==> src/rtl/ex_stage.sv <==
// Execute stage: ALU, Zero flag, branch target and EX/MEM latch, plus an
// iterative shift-add multiplier that stalls upstream while it runs.
module ex_stage #(
  parameter int WIDTH      = 32,
  parameter int MUL_CYCLES = 32
) (
  input  logic             clk,
  input  logic             rst_n,
  input  logic             in_valid,
  input  logic [WIDTH-1:0] PC_plus4,
  input  logic [WIDTH-1:0] ReadData1,
  input  logic [WIDTH-1:0] ReadData2,
  input  logic [WIDTH-1:0] SignExtImm,
  input  logic [4:0]       Rt,
  input  logic [4:0]       Rd,
  input  logic             RegDst,
  input  logic             ALUSrc,
  input  logic [3:0]       ALUControl,
  input  logic [1:0]       WBControl,
  input  logic             MemWrite,
  input  logic             MemRead,
  input  logic             Branch,
  input  logic             flush,
  output logic             stall,
  output logic             out_valid,
  output logic [WIDTH-1:0] ALUResult_out,
  output logic [WIDTH-1:0] WriteData_out,
  output logic [4:0]       WriteReg_out,
  output logic [1:0]       WBControl_out,
  output logic             MemWrite_out,
  output logic             MemRead_out,
  output logic             Branch_out,
  output logic             Zero_out,
  output logic [WIDTH-1:0] BranchTarget_out
);

  localparam logic [3:0] ALU_AND = 4'b0000;
  localparam logic [3:0] ALU_OR  = 4'b0001;
  localparam logic [3:0] ALU_ADD = 4'b0010;
  localparam logic [3:0] ALU_SUB = 4'b0110;
  localparam logic [3:0] ALU_SLT = 4'b0111;
  localparam logic [3:0] ALU_MUL = 4'b1000;
  localparam logic [3:0] ALU_NOR = 4'b1100;
  localparam int         CNT_W   = $clog2(MUL_CYCLES + 1);

  typedef enum logic [1:0] {IDLE = 2'd0, BUSY = 2'd1, DONE = 2'd2} mul_state_t;

  mul_state_t       state;
  logic [WIDTH-1:0] mcand;
  logic [WIDTH-1:0] mplier;
  logic [WIDTH-1:0] acc;
  logic [CNT_W-1:0] count;

  logic [WIDTH-1:0] op_b;
  logic [WIDTH-1:0] alu_result;
  logic [WIDTH-1:0] cap_result;
  logic             is_mul;
  logic             start_mul;
  logic             cap_en;

  always_comb begin
    op_b = ALUSrc ? SignExtImm : ReadData2;
    case (ALUControl)
      ALU_AND: alu_result = ReadData1 & op_b;
      ALU_OR:  alu_result = ReadData1 | op_b;
      ALU_ADD: alu_result = ReadData1 + op_b;
      ALU_SUB: alu_result = ReadData1 - op_b;
      ALU_NOR: alu_result = ~(ReadData1 | op_b);
      ALU_SLT: alu_result = {{(WIDTH-1){1'b0}}, $signed(ReadData1) < $signed(op_b)};
      default: alu_result = '0;
    endcase
  end

  assign is_mul     = (ALUControl == ALU_MUL);
  assign start_mul  = in_valid && is_mul && !flush && (state == IDLE);
  // Stall is held low during reset so upstream never freezes on a stale state.
  assign stall      = rst_n && (start_mul || ((state == BUSY) && !flush));
  assign cap_en     = in_valid && !flush &&
                      (((state == IDLE) && !is_mul) || (state == DONE));
  assign cap_result = (state == DONE) ? acc : alu_result;

  // EX/MEM latch: every cycle not capturing an instruction captures a zeroed bubble.
  always_ff @(posedge clk) begin
    if (!rst_n || !cap_en) begin
      out_valid        <= 1'b0;
      ALUResult_out    <= '0;
      WriteData_out    <= '0;
      WriteReg_out     <= '0;
      WBControl_out    <= '0;
      MemWrite_out     <= 1'b0;
      MemRead_out      <= 1'b0;
      Branch_out       <= 1'b0;
      Zero_out         <= 1'b0;
      BranchTarget_out <= '0;
    end else begin
      out_valid        <= 1'b1;
      ALUResult_out    <= cap_result;
      WriteData_out    <= ReadData2;
      WriteReg_out     <= RegDst ? Rd : Rt;
      WBControl_out    <= WBControl;
      MemWrite_out     <= MemWrite;
      MemRead_out      <= MemRead;
      Branch_out       <= Branch;
      Zero_out         <= (cap_result == '0);
      BranchTarget_out <= PC_plus4 + (SignExtImm << 2);
    end
  end

  // Multiplier FSM: IDLE latches operands, BUSY runs one shift-add per edge,
  // DONE presents the product for one cycle while EX/MEM captures it.
  always_ff @(posedge clk) begin
    if (!rst_n) begin
      state  <= IDLE;
      mcand  <= '0;
      mplier <= '0;
      acc    <= '0;
      count  <= '0;
    end else if (flush) begin
      state <= IDLE;
    end else begin
      case (state)
        IDLE: begin
          if (start_mul) begin
            mcand  <= ReadData1;
            mplier <= op_b;
            acc    <= '0;
            count  <= '0;
            state  <= BUSY;
          end
        end
        BUSY: begin
          if (mplier[0]) acc <= acc + mcand;
          mcand  <= mcand << 1;
          mplier <= mplier >> 1;
          count  <= count + CNT_W'(1);
          if (count == CNT_W'(MUL_CYCLES - 1)) state <= DONE;
        end
        DONE:    state <= IDLE;
        default: state <= IDLE;
      endcase
    end
  end

endmodule
==> config.mk <==
export PLATFORM = sky130hd
export DESIGN_NAME = ex_stage
export DESIGN_NICKNAME = d
export VERILOG_FILES = /design/src/rtl/ex_stage.sv
export SDC_FILE = /design/constraint.sdc
export NUM_CORES = 1
export LEC_CHECK = 0
export CAP_MARGIN = 5
export CELL_PAD_IN_SITES_DETAIL_PLACEMENT = 1
export CELL_PAD_IN_SITES_GLOBAL_PLACEMENT = 1
export CORE_MARGIN = 2
export CORE_UTILIZATION = 40
export DETAILED_ROUTE_END_ITERATION = 8
export PLACE_DENSITY_LB_ADDON = 0.12
export SYNTH_ARGS = -nofsm -noshare
export SYNTH_HDL_FRONTEND = slang
export SYNTH_SLANG_ARGS = --single-unit
==> constraint.sdc <==
create_clock -name clk -period 4.9 [get_ports clk]
set_clock_uncertainty 0.05 [all_clocks]
set_input_delay 0.735 -clock clk [delete_from_list [all_inputs] [get_ports clk]]
set_output_delay 0.735 -clock clk [all_outputs]
set_load 0.02 [all_outputs]
# Yosys cells after proc, flatten, opt, wreduce, memory -nomap -nowiden
# Cells that the tools add are included.
[totals]
ff_bits = 212
inputBits = 153
[classes]
addsub = 5
n_lt_le_gt_ge = 1
n_bitwise = 5
n_reduce_logical = 23
mux = 17
n_eq_ne = 12
[op_table]
columns = ["op", "count"]
rows = [
  ["32-bit two-way mux", 6],
  ["32-bit case mux with 2 select lines", 3],
  ["32-bit case mux with 6 select lines", 1],
  ["32-bit adder", 3],
  ["32-bit AND", 1],
  ["32-bit zero test", 1],
  ["32-bit less-than comparator", 1],
  ["32-bit NOT", 1],
  ["32-bit OR", 1],
  ["32-bit subtractor", 1],
  ["6-bit case mux with 2 select lines", 1],
  ["4-bit by 3-bit equality test with 1-bit output (second input constant)", 2],
  ["4-bit equality test (second input constant)", 2],
  ["1-bit logical AND", 8],
  ["6-bit by 1-bit adder with 6-bit output (second input constant)", 1],
  ["6-bit by 5-bit equality test with 1-bit output (second input constant)", 1],
  ["6-bit two-way mux", 1],
  ["5-bit two-way mux", 1],
  ["4-bit by 1-bit equality test with 1-bit output (second input constant)", 1],
  ["4-bit by 2-bit equality test with 1-bit output (second input constant)", 1],
  ["1-bit zero test", 4],
  ["4-bit zero test", 1],
  ["2-bit two-way mux", 2],
  ["2-bit inequality test (second input constant)", 2],
  ["other kinds (13)", 16],
]

# Depth between registers and ports, before layout
[depth]
depth_word = 8
mapped_depth = 17

# Worst setup path before layout
# Ideal clock, no wire load.
[synth_path]
kind = "input to register"
startpoint = "in ALUSrc"
endpoint = "reg Zero_out"
path_buffers = 2
setup_ns = 0.073
t_arrival_ns = 4.388
required_ns = 4.777
cell_stages = 15
setup_slack_ns = 0.389
path_cell_list = "clkbuf_1 -> buf_1 -> mux2i_1 -> ha_1 -> o21a_1 -> a2111oi_1 -> or3_4 -> mux2_4 -> a211o_1 -> a21oi_2 -> and4b_1 -> nand4_1 -> nor4_1 -> nand4b_1 -> nor3_2"
[synth_via]
elab_chain_len = 6
elab_cells_between_ends = 10
classes_between = "add/sub (2); order compare (1); mux (3); bitwise (3); reduce/logical (1)"
[synth_lines]
columns = ["element", "line", "source"]
rows = [
  ["start: declaration", "17", "input logic ALUSrc,"],
  ["32-bit two-way mux (*)", "62", "op_b = ALUSrc ? SignExtImm : ReadData2;"],
  ["branches (longest 2 deep; another with 32-bit subtractor)", "-", ""],
  ["32-bit case mux with 6 select lines (*)", "63", "case (ALUControl)"],
  ["32-bit two-way mux (*)", "80", "assign cap_result = (state == DONE) ? acc : alu_result;"],
  ["32-bit zero test (*)", "104", "Zero_out <= (cap_result == '0);"],
  ["end signal: assignment", "104", ""],
  ["end: declaration", "33", "output logic Zero_out,"],
]
# Every way passes the cells marked *.
# A chain may end at the register's enable or synchronous reset.

# Worst setup path after layout
[layout_path]
startpoint = "in SignExtImm[0]"
endpoint = "reg Zero_out"
[layout_via]
elab_chain_len = 6
elab_cells_between_ends = 10
classes_between = "add/sub (2); order compare (1); mux (3); bitwise (3); reduce/logical (1)"
[layout_lines]
columns = ["element", "line", "source"]
rows = [
  ["start: declaration", "13", "input logic [WIDTH-1:0] SignExtImm,"],
  ["32-bit two-way mux (*)", "62", ""],
  ["branches (longest 2 deep; another with 32-bit subtractor)", "-", ""],
  ["32-bit case mux with 6 select lines (*)", "63", ""],
  ["32-bit two-way mux (*)", "80", ""],
  ["32-bit zero test (*)", "104", ""],
]
# Marks and branches as above.

==> results.rst <==
.. list-table::
   :header-rows: 1

   * - Metric
     - Value
   * - Run status
     - finished clean
   * - M1 wire length
     - approximately 32000 µm
   * - Multi-input logic area
     - about 11000 µm²
   * - Post-synthesis average cell area
     - about 7.9 µm²
   * - Post-route minimum period
     - 4.46 ns
   * - Worst hold path startpoint
     - mplier[5]
   * - Area share of the largest cell type after synthesis
     - ~26%
   * - Final net count
     - around 2.7k
   * - Total setup violations reported at the end of the flow
     - 0
   * - Final design instance area without fill
     - approximately 22000 µm²
   * - Std-Cell Rows
     - 74
   * - TritonCTS clock tree
     - yes
   * - Number of slew-limit violations in the final report
     - 0
   * - Post-Synthesis Net Count
     - 2397
   * - Top_reg_cell synth
     - dfxtp_1
   * - Number of global-route vias before repair
     - 18.1k
   * - Worst slew margin relative to its limit
     - about a third
   * - Routed wl met3
     - between 5000 and 6000 µm
   * - Critical path class
     - in -> reg
   * - Overall power after layout
     - around 5.7 mW
   * - Count of flip-flops with a built-in enable after synthesis
     - 0
   * - Required time at the worst-slack endpoint
     - ~5.3 ns
   * - Setup fix buffers added after clock tree synthesis
     - 0
   * - Pre-antenna DRT Iters
     - 7
   * - First-pass GRT wire length
     - between 100000 and 150000 µm
   * - Distinct cell type count after synthesis
     - slightly below 100
   * - Area taken by flip-flops and latches
     - 4240 µm²
   * - Detailed-route DRC error count
     - 0
   * - Pin count of the biggest net entering global routing
     - 97
   * - Placeable Area
     - roughly 40000 µm²
   * - Maximum ir drop on the vdd rail
     - around 0.26 mV
   * - Number of antenna violations at the first check in global routing
     - 0
   * - Non-filler cells, final
     - a little under 3k
   * - HPWL after DPL
     - roughly 55000 µm
   * - Filler Cells Inserted
     - slightly below 5k
   * - Vias per inst
     - 5.88
   * - Synthesized instance count
     - around 2.1k
   * - Worst endpoint data arrival time
     - a little under 5 ns
   * - Number of buffers inserted by hold repair at cts
     - 0
   * - Post-synth top area cell
     - dfxtp_1
   * - Post-Place Cells
     - roughly 2.9k
   * - CP max FO
     - 4
   * - Most used standard cells in the synthesized netlist
     - 214 x nand2_1, 212 x dfxtp_1, 186 x nor2_1, 161 x ha_1, 126 x a21oi_1
   * - Initial core utilization
     - 40.5%
   * - Highest metal used
     - met4
   * - Fmax
     - between 0.2 and 0.25 GHz
   * - R2r startpoint
     - mcand[0]
   * - Num CTS Buffers
     - 27
   * - Final cell utilization of the core
     - between 50% and 60%
   * - Routed wl met2
     - slightly above 30000 µm
   * - Via count of the routed design
     - approximately 17k
   * - Leakage power
     - ~9.6 nW
   * - Layout-stage area growth over the synthesis result
     - 30.6%
   * - Vert. Die Dim
     - around 210 µm
   * - Cell with the most instances after synthesis
     - nand2_1
   * - Largest cells by area after synthesis
     - dfxtp_1 26%, ha_1 12%, nand2_1 4.9%
   * - Number of storage elements in the synthesis netlist
     - around 210
   * - Worst-Margin Slew
     - ~1.0 ns
   * - H-Tree Level Count
     - 1
   * - Unrepaired setup endpoints after global routing
     - false
   * - Final Cycle Share
     - between 90% and 100%
   * - Critical path endpoint category
     - flop
   * - RD Place Congestion
     - between 0.9 and 1
   * - Pwr dens
     - between 200 and 300 nW/µm²
   * - Portion of the post-synthesis area used by sequential elements
     - between 20% and 30%
   * - Total standard cell area after synthesis
     - around 17000 µm²
   * - Total congestion overflow after global routing
     - 0
   * - Max Buffers Root-to-Sink
     - 3
   * - Clock network latency to the later pin of the worst-skew pair
     - between 0.5 and 0.6 ns
   * - Placement Cell Area
     - a little over 20000 µm²
   * - Antenna violation net count after detailed routing
     - 0
   * - Fraction of registers with async set or reset after synthesis
     - 0%
   * - Sinks on Clock Net
     - ~210
   * - Hold Crit Class
     - reg -> reg
   * - Count of port buffers added during placement
     - 261
   * - Clock root buffer
     - clkbuf_16
   * - Area enclosed by the die boundary
     - between 40000 and 50000 µm²
   * - Warnings, synthesis
     - 0
   * - Number of gates resized after CTS
     - 0
   * - Clock-pin slew on the worst setup and hold paths
     - about 0.060 ns
   * - Global-route usage over all layers
     - between 30% and 40%
   * - Timing startpoint of the critical path
     - SignExtImm[0]
   * - I/O pin count
     - about 260
   * - DR iter-0 viols
     - between 900 and 1k
   * - Horizontal die dimension
     - 207 µm
   * - Wire length per cell
     - 23.5 µm
   * - Final wirelength
     - 70000 µm
   * - Maximum capacitance violations
     - 0
   * - Hold Violations, Final
     - 0
   * - Share of post-route cells with drive strength above 1
     - between 10% and 20%
   * - Startpoint kind of the worst setup timing path
     - input port
-- registers in the layout (all words and copies together) (netlist names) --
| register | cells |
|---|---|
| ALUResult_out | 32 |
| BranchTarget_out | 32 |
| WriteData_out | 32 |
| acc | 32 |
| mcand | 32 |
| mplier | 32 |
| count | 6 |
| WriteReg_out | 5 |
| WBControl_out | 2 |
| state | 2 |
| Branch_out | 1 |
| MemRead_out | 1 |
| MemWrite_out | 1 |
| Zero_out | 1 |
| out_valid | 1 |
-- metrics by stage --
stage               hold slack [ns]  worst slack [ns]  setup TNS (ns)
floorplan                     0.391             0.389               0
global placement              0.404           -0.0271         -0.0271
detailed placement            0.413           0.00402               0
CTS                           0.421             0.570               0
global route                  0.445             0.230               0
finish                        0.417             0.438               0
-- layout make-up --
cell class | count | share of cell area (%)
clock buffers | 31 | 3.39
clock inverters | 18 | 1.38
flip-flops and latches | 212 | 19.7
repair buffers | 425 | 17.9
diodes | 1 | 0.0116
multi-input cells | 1642 | 52.6
inverters | 112 | 1.95
well taps | 532 | 3.09
-- critical path: stages --
cell and delay, ns:
clkdlybuf4s50_1 0.51, mux2i_1 0.10, buf_4 0.18, inv_1 0.09, ha_1 0.18, inv_1 0.06, fa_1 0.41, nand2b_1 0.15
a211oi_2 0.11, o221ai_1 0.41, o211a_1 0.34, nor2_2 0.06, buf_4 0.15, o31ai_1 0.42, o21ai_0 0.17, a221oi_1 0.42
nor4b_1 0.11, nand4b_1 0.19, nor3_2 0.07
-- worst paths after layout --
kind,end,slack [ns],cells past startpoint
worst min-delay path,mplier[5],0.42,2
worst min register to register,mplier[5],0.42,2
worst max register to register,acc[30],1.34,14
worst max-delay path,Zero_out,0.44,19
-- placed cells by master, fill, tap and decap left out, drive strengths merged, types with 38 or more instances in the layout --
master         instances
a21boi                41
a21oi                128
and2                  65
buf                  166
clkdlybuf4s50        259
dfxtp                212
ha                   161
inv                  113
mux2i                 72
nand2                214
nand3                 43
nor2                 187
nor2b                 38
nor3                  48
o211ai                52
o21ai                 91
-- layer usage --
layer  up-vias  track usage (%)
li1       8193                -
met1      8632             44.0
met2       570             51.4
met3        82             6.38
met4         0             6.77
met5         -                0
-- where the power goes --
| part | internal, mW | total (mW) | switching, mW | leakage (nW) |
|---|---|---|---|---|
| registers | 1.76 | 1.77 | 0.0135 | 1.71 |
| logic | 0.676 | 1.58 | 0.900 | 7.39 |
| clock network | 1.48 | 2.32 | 0.836 | 0.511 |
| total | 3.91 | 5.66 | 1.75 | 9.62 |
-- logic make-up (layout without fill, tap and decap cells) --
| family | after synthesis | count (layout) | share of synthesized area, % |
|---|---|---|---|
| DFF | 212 | 212 | 25.7 |
| adders and majority gates | 165 | 165 | 12.7 |
| buffers and inverters | 225 | 586 | 6.01 |
| other | 0 | 1 | 0 |
| xor gates and xnor gates | 65 | 65 | 3.45 |
| muxes | 74 | 74 | 4.53 |
| and+or+nand+nor | 726 | 726 | 21.3 |
| AOI/OAI and AO/OA | 612 | 612 | 26.3 |
Power figures use the tool's default switching activity.
==> patch 1, RTL diff (same flow settings) <==
The 3 states of `mul_state_t` get a one-hot encoding in 3 bits.
--- a/src/rtl/ex_stage.sv
+++ b/src/rtl/ex_stage.sv
@@ -43,7 +43,7 @@
   localparam logic [3:0] ALU_NOR = 4'b1100;
   localparam int         CNT_W   = $clog2(MUL_CYCLES + 1);
 
-  typedef enum logic [1:0] {IDLE = 2'd0, BUSY = 2'd1, DONE = 2'd2} mul_state_t;
+  typedef enum logic [2:0] {IDLE = 3'b001, BUSY = 3'b010, DONE = 3'b100} mul_state_t;
 
   mul_state_t       state;
   logic [WIDTH-1:0] mcand;
Behaviour: same outputs for any inputs over 4 cycles, from zero or initial values and one cycle with rst_n low; so few cycles prove little.
==> patch 1 against the unedited design <==
Power fell by 4.4%. Synthesized cell count fell by 3.6%. Sequential cell count rose by 1. Routed wire length rose by 0.89%. Die area fell by 2.4%. Clock power fell by 14%. Fmax fell by 6.5%. Critical endpoint unchanged. Final area fell by 0.31%. Setup slack got worse by 310 ps. Worst hold slack got worse by 1.8 ps. First-iteration DRC count rose by 9.8%. Area after synthesis fell by 2.4%.
==> patch 1: results (changes against the unedited design) <==
use_met3_pct: 4.63  # was 6.38%
setup_slack_ps: 126  # was 438 ps
avgSynthCellArea_um2: 8.03  # was 7.94 µm²
dp_slack_ps: -683  # was 4.02 ps
post-dp-hpwl_um: 54600  # was 54800 µm
viasPerCell: 5.92  # was 5.88
p_sw_mw: 1.73  # was 1.75 mW
syn_nets: 2322  # was 2397
reg2reg_slack_ps: 1030  # was 1340 ps
dpl-instance-area_um2: 20600  # was 20500 µm²
ys_seq_area_share_pct: 26.5  # was 25.7%
final_area_um2: 21500  # was 21600 µm²
wl_um: 70600  # was 70000 µm
grt_pass1_wl_um: 107000  # was 108000 µm
met2_length_um: 31300  # was 31100 µm
grt_antenna_before_repair: 2  # was 0
dp.cells: 2887  # was 2923
drt-initial-drc-count: 1085  # was 988
top_layer: "met5"  # was met4
grt_max_degree: 104  # was 97
synth_cell_type_count: 87  # was 98
met2_usage_pct: 53.3  # was 51.4%
p_leak_nw: 9.48  # was 9.62 nW
status: "finished, final reports clean"  # unchanged
first_global_vias: 17800  # was 18100
patch 1: cell count changes after synthesis, sizes merged, moves of 7 or more:
cell,change
xnor2,+9
mux2i,-26
clkbuf,+12
a221oi,-8
o211ai,+31
nor2,-39
nand2,-34
buf,-11
a21o,+9
nand3,-8
nor3,-9
a32o,+8
o21ai,-15
xor2,-7
patch 1: final timing paths:
check	startpoint	endpoint	cells past startpoint
worst max-delay path	SignExtImm[4]	Zero_out	15
worst min-delay path	mplier[28]	mplier[28]	2
worst max register to register	state[2]	Zero_out	11
worst min register to register	mplier[28]	mplier[28]	2
patch 1: layout make-up:
class / instances / share of cell area (%)
Clock buffer: 34 / 3.35
Clock inverter: 11 / 0.699
Inverter: 110 / 1.92
Multi-Input combinational cell: 1567 / 51.6
Sequential cell: 213 / 19.8
Tap cell: 525 / 3.06
Timing Repair Buffer: 472 / 19.5
patch 1: power groups by stage:
| stage | Sequential, mW | Combinational [mW] | Clock [mW] |
|---|---|---|---|
| global route | 1.78 | 1.77 | 2.09 |
| CTS | 1.78 | 1.60 | 2.02 |
| global placement | 1.81 | 1.57 | 0 |
| detailed placement | 1.81 | 1.59 | 0 |
| floorplan | 1.84 | 0.814 | 0 |
| finish | 1.78 | 1.65 | 1.99 |
patch 1: timing repair:
item                       in CTS  in global routing
setup endpoints to repair       1                  4
hold buffers                    0                  0
resized for setup               1                 12
gates cloned                    0                  0
pin swaps                       0                  1
patch 1: cells by family after synthesis:
group           Yosys count  synth area share (%)
simple gates            638                  19.8
compound gates          646                  28.6
xor+xnor                 67                  3.64
buf+inv                 224                  5.31
fa+ha+maj               165                  13.0
mux                      51                  3.21
flops                   213                  26.5
==> patch 2, RTL diff (same flow settings) <==
Made on the original files. Set the parameter `MUL_CYCLES` to 64 (it was 32).
--- a/src/rtl/ex_stage.sv
+++ b/src/rtl/ex_stage.sv
@@ -2,7 +2,7 @@
 // iterative shift-add multiplier that stalls upstream while it runs.
 module ex_stage #(
   parameter int WIDTH      = 32,
-  parameter int MUL_CYCLES = 32
+  parameter int MUL_CYCLES = 64
 ) (
   input  logic             clk,
   input  logic             rst_n,
Formal check against the unedited RTL: same outputs for any inputs over 4 cycles, from zero or initial values and one cycle with rst_n low; that may be too few to reach the edited logic, so the function may still have changed.
==> patch 2 against the unedited design <==
Cell count grew 0.27%. Sequential cell count up 1. Non-clock buffer count is 36 higher. Power shrank 6.1%. Final area is 0.19% lower. Setup slack got worse by 160 ps. Routed wire length decreased by 1.1%. Area after synthesis fell by 1.7%. Register-to-register slack worse by 660 ps. Largest cell class unchanged.
==> patch 2: results (changes against the unedited design) <==
status: "finished, final reports clean"  # unchanged
critPathTopFamily: "simple AND/OR/NAND/NOR gates"  # was compound AO/OA/AOI/OAI gates
dpl-instance-area_um2: 20600  # was 20500 µm²
drt-initial-drc-count: 881  # was 988
p_seq_share_pct: 33.4  # was 31.2%
numCtsBuffers: 26  # was 27
ys_seq_area_share_pct: 26.3  # was 25.7%
clkbuf_count: 42  # was 31
fillers: 4853  # was 4908
p_leak_nw: 9.56  # was 9.62 nW
multiInputGateArea_um2: 11100  # was 11300 µm²
synth_area_leaders: "dfxtp_1 (26%), ha_1 (12%), nand2_1 (4.7%), nor2_1 (4.0%), a21oi_1 (3.8%)"  # was dfxtp_1 (26%), ha_1 (12%), nand2_1 (4.9%), mux2i_1 (4.4%), nor2_1 (4.2%)
tightest_slew_ps: 1140  # was 1000 ps
synthMuxAreaShare_pct: 3.08  # was 4.53%
buf_share_pct: 19.2  # was 17.9%
antenna_cells: 6  # was 1
drive_above_1_share_pct: 11.6  # was 11.1%
wl_um: 69200  # was 70000 µm
drt-pass1-iter-count: 5  # was 7
clkCellAreaFrac_pct: 3.95  # was 4.77%
p_sw_share_pct: 31.6  # was 30.9%
seqCellArea_um2: 4260  # was 4240 µm²
insertion_delay_ps: 540  # was 570 ps
crit_path_max_fanout: 16  # was 4
dp_slack_ps: -302  # was 4.02 ps
p_clk_mw: 1.93  # was 2.32 mW
synthAdderAreaFrac_pct: 12.9  # was 12.7%
post-dp-hpwl_um: 55500  # was 54800 µm
synthTopCellsByCount: "dfxtp_1 (213), nand2_1 (202), nor2_1 (172), ha_1 (161), a21oi_1 (122)"  # was nand2_1 (214), dfxtp_1 (212), nor2_1 (186), ha_1 (161), a21oi_1 (126)
-- patch 2: routing by layer --
metal	up-vias	track usage, %	wire [µm]
met2	463	57.3	34800
met5	-	0	12
met3	160	3.71	2830
li1	8246	-	-
met4	2	19.1	4130
met1	8519	37.0	27500
-- patch 2: through the flow --
step	hold WS, ps	utilization [%]	cells
floorplan	391	-	2057
global placement	401	51.7	2929
detailed placement	409	51.7	2929
CTS	417	53.8	2975
global route	442	53.9	2975
finish	413	53.9	2981
-- patch 2: path summary, 6_finish.rpt --
| path | slack (ps) | startpoint | cells past startpoint | endpoint |
|---|---|---|---|---|
| min reg2reg | 410 | mplier[1] | 2 | mplier[1] |
| max reg2reg | 680 | acc[0] | 12 | acc[24] |
| min | 410 | mplier[1] | 2 | mplier[1] |
| max | 280 | ALUSrc | 15 | Zero_out |
-- patch 2: timing repair --
item | in CTS | in global routing
setup endpoints to repair | 0 | 1
resized for setup | 0 | 3
endpoints found under the hold margin | 0 | 0
